--- config.mk ---
export PLATFORM = sky130hd
export DESIGN_NAME = cn_change_tx_flat
export DESIGN_NICKNAME = d
export VERILOG_FILES = /design/src/rtl/cn_change_tx_if.sv /design/src/rtl/cn_change_tx.sv /design/src/flat_wrapper.sv
export SDC_FILE = /design/constraint.sdc
export NUM_CORES = 1
export LEC_CHECK = 0
export BUFFER_PORTS_ARGS = -buffer_cell sky130_fd_sc_hd__buf_4
export CAP_MARGIN = 20
export CORE_MARGIN = 2
export CORE_UTILIZATION = 56
export CTS_CLUSTER_SIZE = 8
export DETAILED_ROUTE_END_ITERATION = 12
export HOLD_SLACK_MARGIN = 0.08
export PLACE_DENSITY_LB_ADDON = 0.12
export SKIP_CTS_REPAIR_TIMING = 1
export SYNTH_ARGS = -nofsm -noshare
export SYNTH_HDL_FRONTEND = slang
export SYNTH_SLANG_ARGS = --single-unit
export TNS_END_PERCENT = 1
--- constraint.sdc ---
create_clock -name clk -period 2.17 [get_ports clk]
set_input_delay 0 -clock clk [delete_from_list [all_inputs] [get_ports clk]]
set_output_delay 0 -clock clk [all_outputs]
set_load 0.02 [all_outputs]
--- src/rtl/cn_change_tx_if.sv ---
// Bus bundle for cn_change_tx: monitored vector and force request in,
// serial line and frame status out.
interface cn_change_tx_if #(
    parameter int WIDTH = 8
);
    logic [WIDTH-1:0] d;
    logic             force_send;
    logic             tx;
    logic             busy;
    logic             done;
    logic [7:0]       frame_cnt;

    modport master (
        output d,
        output force_send,
        input  tx,
        input  busy,
        input  done,
        input  frame_cnt
    );

    modport slave (
        input  d,
        input  force_send,
        output tx,
        output busy,
        output done,
        output frame_cnt
    );
endinterface

--- src/rtl/cn_change_tx.sv ---
// Change-only serial transmitter: start bit, LSB-first data, optional even
// parity (define CN_TX_PARITY_EN), stop bit; coalesces changes made mid-frame.
module cn_change_tx #(
    parameter int WIDTH = 8,
    parameter int DIV   = 4
) (
    input  logic          clk,
    input  logic          reset,
    cn_change_tx_if.slave bus
);
    localparam int DW = $clog2(DIV);
    localparam int BW = (WIDTH > 1) ? $clog2(WIDTH) : 1;
    localparam logic [DW-1:0] DIV_LAST = DW'(DIV - 1);
    localparam logic [BW-1:0] BIT_LAST = BW'(WIDTH - 1);

    typedef enum logic [2:0] {
        S_IDLE   = 3'd0,
        S_START  = 3'd1,
        S_DATA   = 3'd2,
        S_PARITY = 3'd3,
        S_STOP   = 3'd4
    } state_t;

    state_t           state_q, state_d;
    logic [DW-1:0]    div_cnt_q, div_cnt_d;
    logic [BW-1:0]    bit_cnt_q, bit_cnt_d;
    logic [WIDTH-1:0] shift_q, shift_d;
    logic [WIDTH-1:0] last_sent_q, last_sent_d;
    logic             tx_q, tx_d;
    logic             busy_q, busy_d;
    logic             done_q, done_d;
    logic [7:0]       frame_cnt_q, frame_cnt_d;
    logic             div_last;

`ifdef CN_TX_PARITY_EN
    logic parity_q, parity_d;

    function automatic logic even_parity(input logic [WIDTH-1:0] v);
        return ^v;
    endfunction
`endif

    // Next-state logic; outputs are derived from the current state so the
    // line lags the FSM by one clock and never sees d combinationally.
    always_comb begin
        state_d     = state_q;
        div_cnt_d   = div_cnt_q;
        bit_cnt_d   = bit_cnt_q;
        shift_d     = shift_q;
        last_sent_d = last_sent_q;
`ifdef CN_TX_PARITY_EN
        parity_d    = parity_q;
`endif
        div_last    = (div_cnt_q == DIV_LAST);

        case (state_q)
            S_IDLE: begin
                div_cnt_d = {DW{1'b0}};
                bit_cnt_d = {BW{1'b0}};
                if ((bus.d != last_sent_q) || bus.force_send) begin
                    shift_d     = bus.d;
                    last_sent_d = bus.d;
`ifdef CN_TX_PARITY_EN
                    parity_d    = even_parity(bus.d);
`endif
                    state_d     = S_START;
                end else begin
                    state_d = S_IDLE;
                end
            end
            S_START: begin
                if (div_last) begin
                    div_cnt_d = {DW{1'b0}};
                    state_d   = S_DATA;
                end else begin
                    div_cnt_d = div_cnt_q + 1'b1;
                end
            end
            S_DATA: begin
                if (div_last) begin
                    div_cnt_d = {DW{1'b0}};
                    shift_d   = shift_q >> 1;
                    if (bit_cnt_q == BIT_LAST) begin
                        bit_cnt_d = {BW{1'b0}};
`ifdef CN_TX_PARITY_EN
                        state_d   = S_PARITY;
`else
                        state_d   = S_STOP;
`endif
                    end else begin
                        bit_cnt_d = bit_cnt_q + 1'b1;
                    end
                end else begin
                    div_cnt_d = div_cnt_q + 1'b1;
                end
            end
`ifdef CN_TX_PARITY_EN
            S_PARITY: begin
                if (div_last) begin
                    div_cnt_d = {DW{1'b0}};
                    state_d   = S_STOP;
                end else begin
                    div_cnt_d = div_cnt_q + 1'b1;
                end
            end
`endif
            S_STOP: begin
                if (div_last) begin
                    div_cnt_d = {DW{1'b0}};
                    state_d   = S_IDLE;
                end else begin
                    div_cnt_d = div_cnt_q + 1'b1;
                end
            end
            default: begin
                div_cnt_d = {DW{1'b0}};
                bit_cnt_d = {BW{1'b0}};
                state_d   = S_IDLE;
            end
        endcase

        case (state_q)
            S_START:  tx_d = 1'b0;
            S_DATA:   tx_d = shift_q[0];
`ifdef CN_TX_PARITY_EN
            S_PARITY: tx_d = parity_q;
`endif
            default:  tx_d = 1'b1;
        endcase

        busy_d      = (state_q != S_IDLE);
        done_d      = (state_q == S_STOP) && div_last;
        frame_cnt_d = done_d ? (frame_cnt_q + 8'd1) : frame_cnt_q;
    end

    // State and output registers with synchronous active-low reset.
    always_ff @(posedge clk) begin
        if (reset == 1'b0) begin
            state_q     <= S_IDLE;
            div_cnt_q   <= {DW{1'b0}};
            bit_cnt_q   <= {BW{1'b0}};
            shift_q     <= {WIDTH{1'b0}};
            last_sent_q <= {WIDTH{1'b0}};
            tx_q        <= 1'b1;
            busy_q      <= 1'b0;
            done_q      <= 1'b0;
            frame_cnt_q <= 8'd0;
`ifdef CN_TX_PARITY_EN
            parity_q    <= 1'b0;
`endif
        end else begin
            state_q     <= state_d;
            div_cnt_q   <= div_cnt_d;
            bit_cnt_q   <= bit_cnt_d;
            shift_q     <= shift_d;
            last_sent_q <= last_sent_d;
            tx_q        <= tx_d;
            busy_q      <= busy_d;
            done_q      <= done_d;
            frame_cnt_q <= frame_cnt_d;
`ifdef CN_TX_PARITY_EN
            parity_q    <= parity_d;
`endif
        end
    end

    assign bus.tx        = tx_q;
    assign bus.busy      = busy_q;
    assign bus.done      = done_q;
    assign bus.frame_cnt = frame_cnt_q;
endmodule

--- src/flat_wrapper.sv ---
// flat-port wrapper written by rule: the top's interface ports become plain ports
module cn_change_tx_flat 
#(
    parameter int WIDTH = 8,
    parameter int DIV   = 4
)
  (clk, reset, bus_d, bus_force_send, bus_tx, bus_busy, bus_done, bus_frame_cnt);
  cn_change_tx_if #(.WIDTH(WIDTH)) bus_i ();
  input  logic clk;
  input  logic reset;
  input wire logic [$bits(bus_i.d)-1:0] bus_d;
  input wire logic [$bits(bus_i.force_send)-1:0] bus_force_send;
  output wire logic [$bits(bus_i.tx)-1:0] bus_tx;
  output wire logic [$bits(bus_i.busy)-1:0] bus_busy;
  output wire logic [$bits(bus_i.done)-1:0] bus_done;
  output wire logic [$bits(bus_i.frame_cnt)-1:0] bus_frame_cnt;
  assign bus_i.d = bus_d;
  assign bus_i.force_send = bus_force_send;
  assign bus_tx = bus_i.tx;
  assign bus_busy = bus_i.busy;
  assign bus_done = bus_i.done;
  assign bus_frame_cnt = bus_i.frame_cnt;
  cn_change_tx #(.WIDTH(WIDTH), .DIV(DIV)) u_core (.clk(clk), .reset(reset), .bus(bus_i));
endmodule
# Word-level counts from Yosys, hierarchy flattened
# Index checks and enable logic that the tools add are counted.
# word_totals
ff_bits,35
input_bits,11
output_inout_bits,11
word_cells,51
# classes
n_addsub,3
eq_ne,11
muxes,13
bitwise_logic,3
reduce_logical,12
# ops
cell,count
two-way mux 3 bit,6
two-way mux 8 bit,2
case mux 8 bit (2 select lines),1
case mux 3 bit (4 select lines),1
"!= test 2 x 1 -> 1 bit, second input constant",5
"adder 8 x 1 -> 8 bit, second input constant",1
!= test 8 bit,1
"equality test 3 bit, second input constant",2
case mux 3 bit (2 select lines),1
OR reduction 3 bit,2
AND reduction 2 bit,2
AND reduction 4 bit,1
"adder 3 x 1 -> 3 bit, second input constant",1
"equality test 3 x 1 -> 1 bit, second input constant",1
"equality test 3 x 2 -> 1 bit, second input constant",1
logical NOT 3 bit,1
inverter 1 bit,3
AND reduction 3 bit,1
nonzero test 3 bit,1
"adder 2 x 1 -> 2 bit, second input constant",1
"equality test 2 bit, second input constant",1
case mux 1 bit (2 select lines),1
nonzero test 2 bit,1
OR reduction 2 bit,1
3 further kinds,3

# Longest topological paths before layout
# Gate-level depths: netlist (run 1).
# logic_depth
ltp_word,4
ltp_mapped,8

# Least setup slack after synthesis (run 1)
# Ideal clock, no wire load.
# synth_path
path_type,register -> register
startpoint,register u_core.div_cnt_q[0]
endpoint,"register u_core.frame_cnt_q[5], in the netlist u_core.bus.frame_cnt[5]"
arrival_ns,1.514
t_required_ns,2.055
setup_slack_ns,0.541
stages_incl_launch_ff,9
period_less_slack_ns,1.629
path_cell_list,dfxtp_1 ha_1 clkbuf_2 and4bb_1 buf_4 and4_4 nand3_1 xnor2_1 and2_1
# synth_between
elab_chain_cells,2
# synth_rtl
item,line,source
from (decl),cn_change_tx.sv:25,"logic [DW-1:0] div_cnt_q, div_cnt_d;"
from (signal assigned),cn_change_tx.sv:140,div_cnt_q <= {DW{1'b0}};
from (signal assigned),cn_change_tx.sv:153,div_cnt_q <= div_cnt_d;
equality test 2 bit,cn_change_tx.sv:54,div_last = (div_cnt_q == DIV_LAST);
logical AND 1 bit,cn_change_tx.sv:132,done_d = (state_q == S_STOP) && div_last;
to (signal assigned),cn_change_tx.sv:160,frame_cnt_q <= frame_cnt_d;
to (decl),cn_change_tx.sv:32,"logic [7:0] frame_cnt_q, frame_cnt_d;"
# Every way passes these cells.
# A chain may end at the register's enable or synchronous reset.

# Worst setup path in the final report (run 1)
# Same ends and word-level chain as after synthesis.

==> results of run 1 <==
-- routing by layer --
metal	vias to the layer above	share of wire	global-route usage
met5	-	0	0
met4	0	0.014	0.0682
met3	5	0.037	0.0590
met2	24	0.52	0.338
met1	564	0.43	0.219
li1	643	-	-
-- worst paths after layout --
path,from,end,slack (ns),cells after the start
worst max-delay path,u_core.div_cnt_q[0],u_core.bus.frame_cnt[5],0.37,6
worst min-delay path,reset,u_core.shift_q[0],0.07,3
worst max register to register,u_core.div_cnt_q[0],u_core.bus.frame_cnt[5],0.37,6
worst min register to register,u_core.div_cnt_q[0],u_core.div_cnt_q[0],0.42,1
-- power groups by stage --
stage,sequential [W],clock [W],combinational (W)
after floorplan,0.000701,0,0.000106
after global placement,0.000703,0,0.000141
after detailed placement,0.000704,0,0.000144
after CTS,0.000689,0.000588,0.000145
after global routing,0.000693,0.000614,0.000173
final,0.000689,0.000580,0.000156
-- critical path: stages (launching register included) --
cell	delay (ns)
dfxtp_1	0.34
ha_1	0.31
and4bb_1	0.41
and4_4	0.28
nand3_1	0.10
xnor2_1	0.13
and2_1	0.15
-- flip-flops by register name, summed over array words and instances, names as in the netlist --
name and cells:
u_core.state_q 3, u_core.bus.busy 1, u_core.last_sent_q 8, u_core.bus.tx 1, u_core.bit_cnt_q 3, u_core.bus.done 1, u_core.bus.frame_cnt 8, u_core.div_cnt_q 2
u_core.shift_q 8
-- area by class of cell --
| class | count | area (um2) |
|---|---|---|
| flip-flops and latches | 35 | 701 |
| clock inverters | 2 | 60.1 |
| fillers | 209 | 771 |
| inverters | 1 | 3.75 |
| clock buffers | 6 | 41.3 |
| well taps | 31 | 38.8 |
| repair buffers | 30 | 245 |
| multi-input cells | 127 | 945 |
-- layout by cell type (no fill, tap or decap), types with 2 or more instances in the layout --
cell,instances
o22ai_1,2
clkbuf_4,5
mux2i_1,18
buf_4,22
nand2_1,21
dfxtp_1,35
nand3_1,3
nor2_1,6
ha_1,4
xor2_1,8
and2_1,8
a21oi_1,3
nor2b_1,11
dlygate4sd3_1,8
xnor2_1,7
and3_1,2
nand2b_1,6
nor3_1,2
bufinv_16,2
mux2_2,7
nand4_1,2
-- per-stage QoR --
| stage | hold slack (ns) | util | cells | area (um2) | total power, W |
|---|---|---|---|---|---|
| final | 0.0736 | 0.725 | 232 | 2030 | 0.00143 |
| after floorplan | 0.139 | - | 171 | 1700 | 0.000807 |
| after detailed placement | 0.290 | 0.661 | 216 | 1850 | 0.000849 |
| after global placement | 0.281 | 0.661 | 216 | 1850 | 0.000844 |
| after CTS | -0.0758 | 0.697 | 224 | 1950 | 0.00142 |
| after global routing | 0.0930 | 0.725 | 232 | 2030 | 0.00148 |
-- cells by family after synthesis --
group                      Yosys count
buffers and inverters                9
DFF                                 35
and+or+nand+nor                     71
AOI/OAI and AO/OA                   12
xor gates and xnor gates            15
adders and majority gates            4
muxes                               25
==> metrics.md, run 1 <==
| Metric | Value |
|---|---|
| Synthesized area | 0.00170 mm2 |
| Final wirelength | 3010 um |
| Synth Area in Adders | 0.0295 |
| Count leader, synth | dfxtp_1 |
| Worst-margin pin slew | 0.434 ns |
| Part of the power in registers | 0.484 |
| Placeable Area | 0.00281 mm2 |
| Latest clock arrival within the worst-skew pair | 0.34 ns |
| Hold Fails Final Rpt | 0 |
| Root Driver | clkbuf_4 |
| Post-layout worst setup margin | 0.369 ns |
| Routability cong. | 0.786 |
| First-pass iteration count of the detailed router | 4 |
| Peak Freq | 0.555 GHz |
| Syn avg cell area | 9.91 um2 |
| Fraction of the mapped netlist area in compound gates | 0.0576 |
| Die W | 59.0 um |
| Rows | 19 |
| H-tree levels | 2 |
| XOR/XNOR share of the synthesized area | 0.0775 |
| Wire per inst | 13.0 um |
| Net Switching | 0.000311 W |
| Largest cells by area after synthesis | dfxtp_1 41%, mux2i_1 11%, mux2_2 4.6% |
| Initial Utilization | 0.604 |
| Crit. End Element | register |
| EDFF count, synth | 0 |
| Min Clock Period, post-route | 1.80 ns |
| Largest net degree at the start of global routing | 42 |
| Critical Path Fanout Max | 9 |
| Status | complete, no violations |
| Power Density | 700 mW/mm2 |
| CTS tree | yes |
| GRT overflow | 0 |
| Crit Path Category | register to register |
| Worst IR Drop VDD | 0.000474 V |
| DRC viols | 0 |
| Dominant cell type by area after synthesis | dfxtp_1 |
| Yosys reg bits | 35 |
| Syn Nets | 186 |
| Worst hold-check path type | primary input to register |
| Synth top cells by count | 35 x dfxtp_1, 21 x nand2_1, 18 x mux2i_1, 11 x nor2b_1 |
| Num Clock Sinks | 35 |
| Sum Neg Setup Slack | 0 ns |
| Share of layout cells above drive strength 1 | 0.219 |
| Sw Ratio | 0.218 |
| Clock power share | 0.407 |
| Crit share post-route | 0.830 |
| CP arrival | 2.05 ns |
| Die area | 0.00348 mm2 |
| Vias in the first global route | 1,150 |
| Clock Path Buffers | 2 |
| Simple logic cell fraction of the synthesized area | 0.240 |
| Mux cell area share after synthesis | 0.153 |
| Unique masters post-synth | 39 |
| ANT cells | 0 |
| Fraction of registers with async set or reset after synthesis | 0 |
| CTS clk-pin slew, worst paths | 0.11 ns |
| Rel. slew slack | 0.710 |
| IO Pins | 22 |
| Cells after Synth | 171 |
| Dpl hpwl | 2050 um |
| Layout Nets | 215 |
| Max_cap viols | 0 |
| Critical Path Source Type | register |
| Data required time at the worst endpoint | 2.42 ns |
| Seq/Total Area, Yosys | 0.413 |
| Worst Skew | 0.00994 ns |
| CTS buffer count | 5 |
| Synth top area share | 0.413 |
| Final setup fails | 0 |
| Area Overhead vs Synth | 20.0% |
| Antenna violations before repair | 0 |
| First-pass GRT wire length | 4960 um |
| GRT Overall Usage | 0.192 |
| P_int | 0.00111 W |
| RSZ-0062 raised after global routing | no |
| # port buffers | 21 |
| Synth warnings | 0 |
| Die height | 59.0 um |
| Pins Over Slew Limit | 0 |
| Final ANT Viol Nets | 0 |
| Vias | 1,236 |
| Main flop type after synthesis | dfxtp_1 |
| Combinational Power Share | 0.109 |
| Leakage Power | 0.918 nW |
| Vias per Instance | 5.33 |
| Largest family of logic cells by synthesized area | simple AND/OR/NAND/NOR gates |
| Setup WS pre-CTS | 0.371 ns |
| Initial drt markers | 29 |
Note: power is estimated with default switching activity, not from simulation.
==> run 2: changes to the inputs <==
==> constraint.sdc (replaced) <==
create_clock -name clk -period 1.7 [get_ports clk]
set_input_delay 0 -clock clk [delete_from_list [all_inputs] [get_ports clk]]
set_output_delay 0 -clock clk [all_outputs]
set_load 0.02 [all_outputs]
==> metrics.md, run 2 (synthesis gave the netlist of run 1 again) <==
| Metric | Value |
|---|---|
| Final ANT Viol Nets | 0 (unchanged) |
| Max layer used | met4 (unchanged) |
| Setup WS pre-CTS | 0.0647 ns (was 0.371 ns) |
| Wire per inst | 13.0 um (about the same) |
| DRC viols | 0 (unchanged) |
| GRT Overall Usage | 0.194 (was 0.192) |
| DR WL met3 | 115 um (was 111 um) |
| Routability cong. | 0.771 (was 0.786) |
| Min Clock Period, post-route | 1.67 ns (was 1.80 ns) |
| Hold Fails Final Rpt | 0 (unchanged) |
| Vias in the first global route | 1,179 (was 1,150) |
| Met1 Wirelength | 1350 um (was 1290 um) |
| Crit Path Category | register to register (unchanged) |
| Antenna violations before repair | 0 (unchanged) |
| RSZ-0062 raised after global routing | yes (was no) |
| Critical Path Fanout Max | 6 (was 9) |
| Status | complete, no violations (unchanged) |
| Finished Cell Area | 0.00201 mm2 (was 0.00203 mm2) |
| Crit share post-route | 0.981 (was 0.830) |
| Layout Nets | 219 (was 215) |
| Data required time at the worst endpoint | 1.97 ns (was 2.42 ns) |
| Peak Freq | 0.600 GHz (was 0.555 GHz) |
| Latest clock arrival within the worst-skew pair | 0.33 ns (was 0.34 ns) |
| Die height | 59.0 um (unchanged) |
| Vias | 1,263 (was 1,236) |
| Worst-margin pin slew | 0.425 ns (was 0.434 ns) |
| Worst reg2reg endpoint | u_core.shift_q[2] (was u_core.bus.frame_cnt[5]) |
| IO Pins | 22 (unchanged) |
| Cell area after placement | 0.00188 mm2 (was 0.00185 mm2) |
| Initial drt markers | 14 (was 29) |
| Rel. slew slack | 0.716 (was 0.710) |
| Worst setup path start | u_core.last_sent_q[3] (was u_core.div_cnt_q[0]) |
| Final wirelength | 3050 um (was 3010 um) |
| R2R Setup Slk | 0.03 ns (was 0.37 ns) |
| Initial Utilization | 0.604 (unchanged) |
| Largest net degree at the start of global routing | 42 (unchanged) |
| Post-layout worst setup margin | 0.0329 ns (was 0.369 ns) |
| Slowest-stage cell, CP | o211ai_4 (was and4bb_1) |
| R2R Path Start | u_core.last_sent_q[3] (was u_core.div_cnt_q[0]) |
| GRT overflow | 0 (unchanged) |
| Max incr delay on CP | 0.37 ns (was 0.41 ns) |
| Dpl hpwl | 2210 um (was 2050 um) |
| Die area | 0.00348 mm2 (unchanged) |
| Power Density | 740 mW/mm2 (was 700 mW/mm2) |
| CTS buffer count | 5 (unchanged) |
| ANT cells | 0 (unchanged) |
| Worst IR Drop VDD | 0.000608 V (was 0.000474 V) |
| Cell Chain, Critical Path | xor2_1 -> nor4_2 -> nand4_2 -> o211ai_4 -> mux2i_1 (was ha_1 -> and4bb_1 -> and4_4 -> nand3_1 -> xnor2_1 -> and2_1) |
| Crit. End Element | register (unchanged) |
| Worst hold-check path type | primary input to register (unchanged) |
| CP arrival | 1.93 ns (was 2.05 ns) |
| CTS tree | yes (unchanged) |
| Crit path to | u_core.shift_q[2] (was u_core.bus.frame_cnt[5]) |
| CTS clk-pin slew, worst paths | 0.09 ns (was 0.11 ns) |
| Root Driver | clkbuf_4 (unchanged) |
| Max_cap viols | 0 (unchanged) |
| # port buffers | 21 (unchanged) |
| Final core utilization | 0.715 (was 0.725) |
| Leakage Power | 0.919 nW (was 0.918 nW) |
| First-pass GRT wire length | 5000 um (was 4960 um) |
| Placeable Area | 0.00281 mm2 (unchanged) |
| Area Overhead vs Synth | 18.3% (was 20.0%) |
| Die W | 59.0 um (unchanged) |
| Rows | 19 (unchanged) |
| Pins Over Slew Limit | 0 (unchanged) |
| First-pass iteration count of the detailed router | 4 (unchanged) |
| Share of layout cells above drive strength 1 | 0.232 (was 0.219) |
| Critical Path Source Type | register (unchanged) |
| Most frequent cells in the layout | 34 x dfxtp_1, 26 x buf_4, 21 x nand2_1 (was 35 x dfxtp_1, 22 x buf_4, 21 x nand2_1) |
| Worst Skew | 0.00348 ns (was 0.00994 ns) |
| Most common cell after layout, fill and taps aside | dfxtp_1 (unchanged) |
| Clock Path Buffers | 2 (unchanged) |
| Final setup fails | 0 (unchanged) |
| Worst Reg-to-Reg Cells | 5 (was 6) |
| Num Clock Sinks | 35 (unchanged) |
| Vias per Instance | 5.40 (was 5.33) |
| H-tree levels | 2 (unchanged) |
| Met2 Routed Length | 1530 um (was 1570 um) |
## run 2: stage by stage
stage | TNS (ns) | instances | hold slack [ns] | total power, W
3_5_place_dp | 0 | 220 | 0.289 | 0.00109
4_1_cts | 0 | 226 | -0.0667 | 0.00148
5_1_grt | -0.119 | 234 | 0.0879 | 0.00156
3_3_place_gp | 0 | 220 | 0.281 | 0.00108
6_report | 0 | 234 | 0.0872 | 0.00148
2_1_floorplan | 0 | 171 | 0.139 | 0.00103
## run 2: worst min-delay path by stage
stage / startpoint / cells after the start / endpoint
floorplan: bus_d[1] / 2 / u_core.last_sent_q[1]
global placement: bus_d[1] / 3 / u_core.last_sent_q[1]
detailed placement: bus_d[0] / 3 / u_core.last_sent_q[0]
CTS: bus_d[1] / 3 / u_core.last_sent_q[1]
global route: bus_d[3] / 4 / u_core.shift_q[3]
finish: bus_d[3] / 4 / u_core.shift_q[3]
## run 2: per-layer routing
metal | up-vias | global-route usage
met5 | - | 0
met4 | 0 | 0.0779
met3 | 6 | 0.0721
met2 | 24 | 0.330
met1 | 590 | 0.219
li1 | 643 | -
## run 2: critical path: cells and delay by family, from the launching register on
family                    cells  cell delay, ns
and+or+nand+nor               2            0.50
AOI/OAI and AO/OA             1            0.37
DFF                           1            0.33
muxes                         1            0.23
xor gates and xnor gates      1            0.16
## run 2: final cells by class
| cell class | count | area, um2 |
|---|---|---|
| multi-input cells | 127 | 945 |
| repair buffers | 34 | 275 |
| fillers | 222 | 800 |
| well taps | 31 | 38.8 |
| inverters | 1 | 3.75 |
| flip-flops and latches | 35 | 702 |
| clock buffers | 6 | 41.3 |
## run 2: report_power, final
group | switching [W] | internal [W] | leakage, nW
combinational | 0.0000949 | 0.000108 | 0.608
sequential | 0.0000231 | 0.000858 | 0.287
clock | 0.000254 | 0.000147 | 0.0242
total | 0.000372 | 0.00111 | 0.919
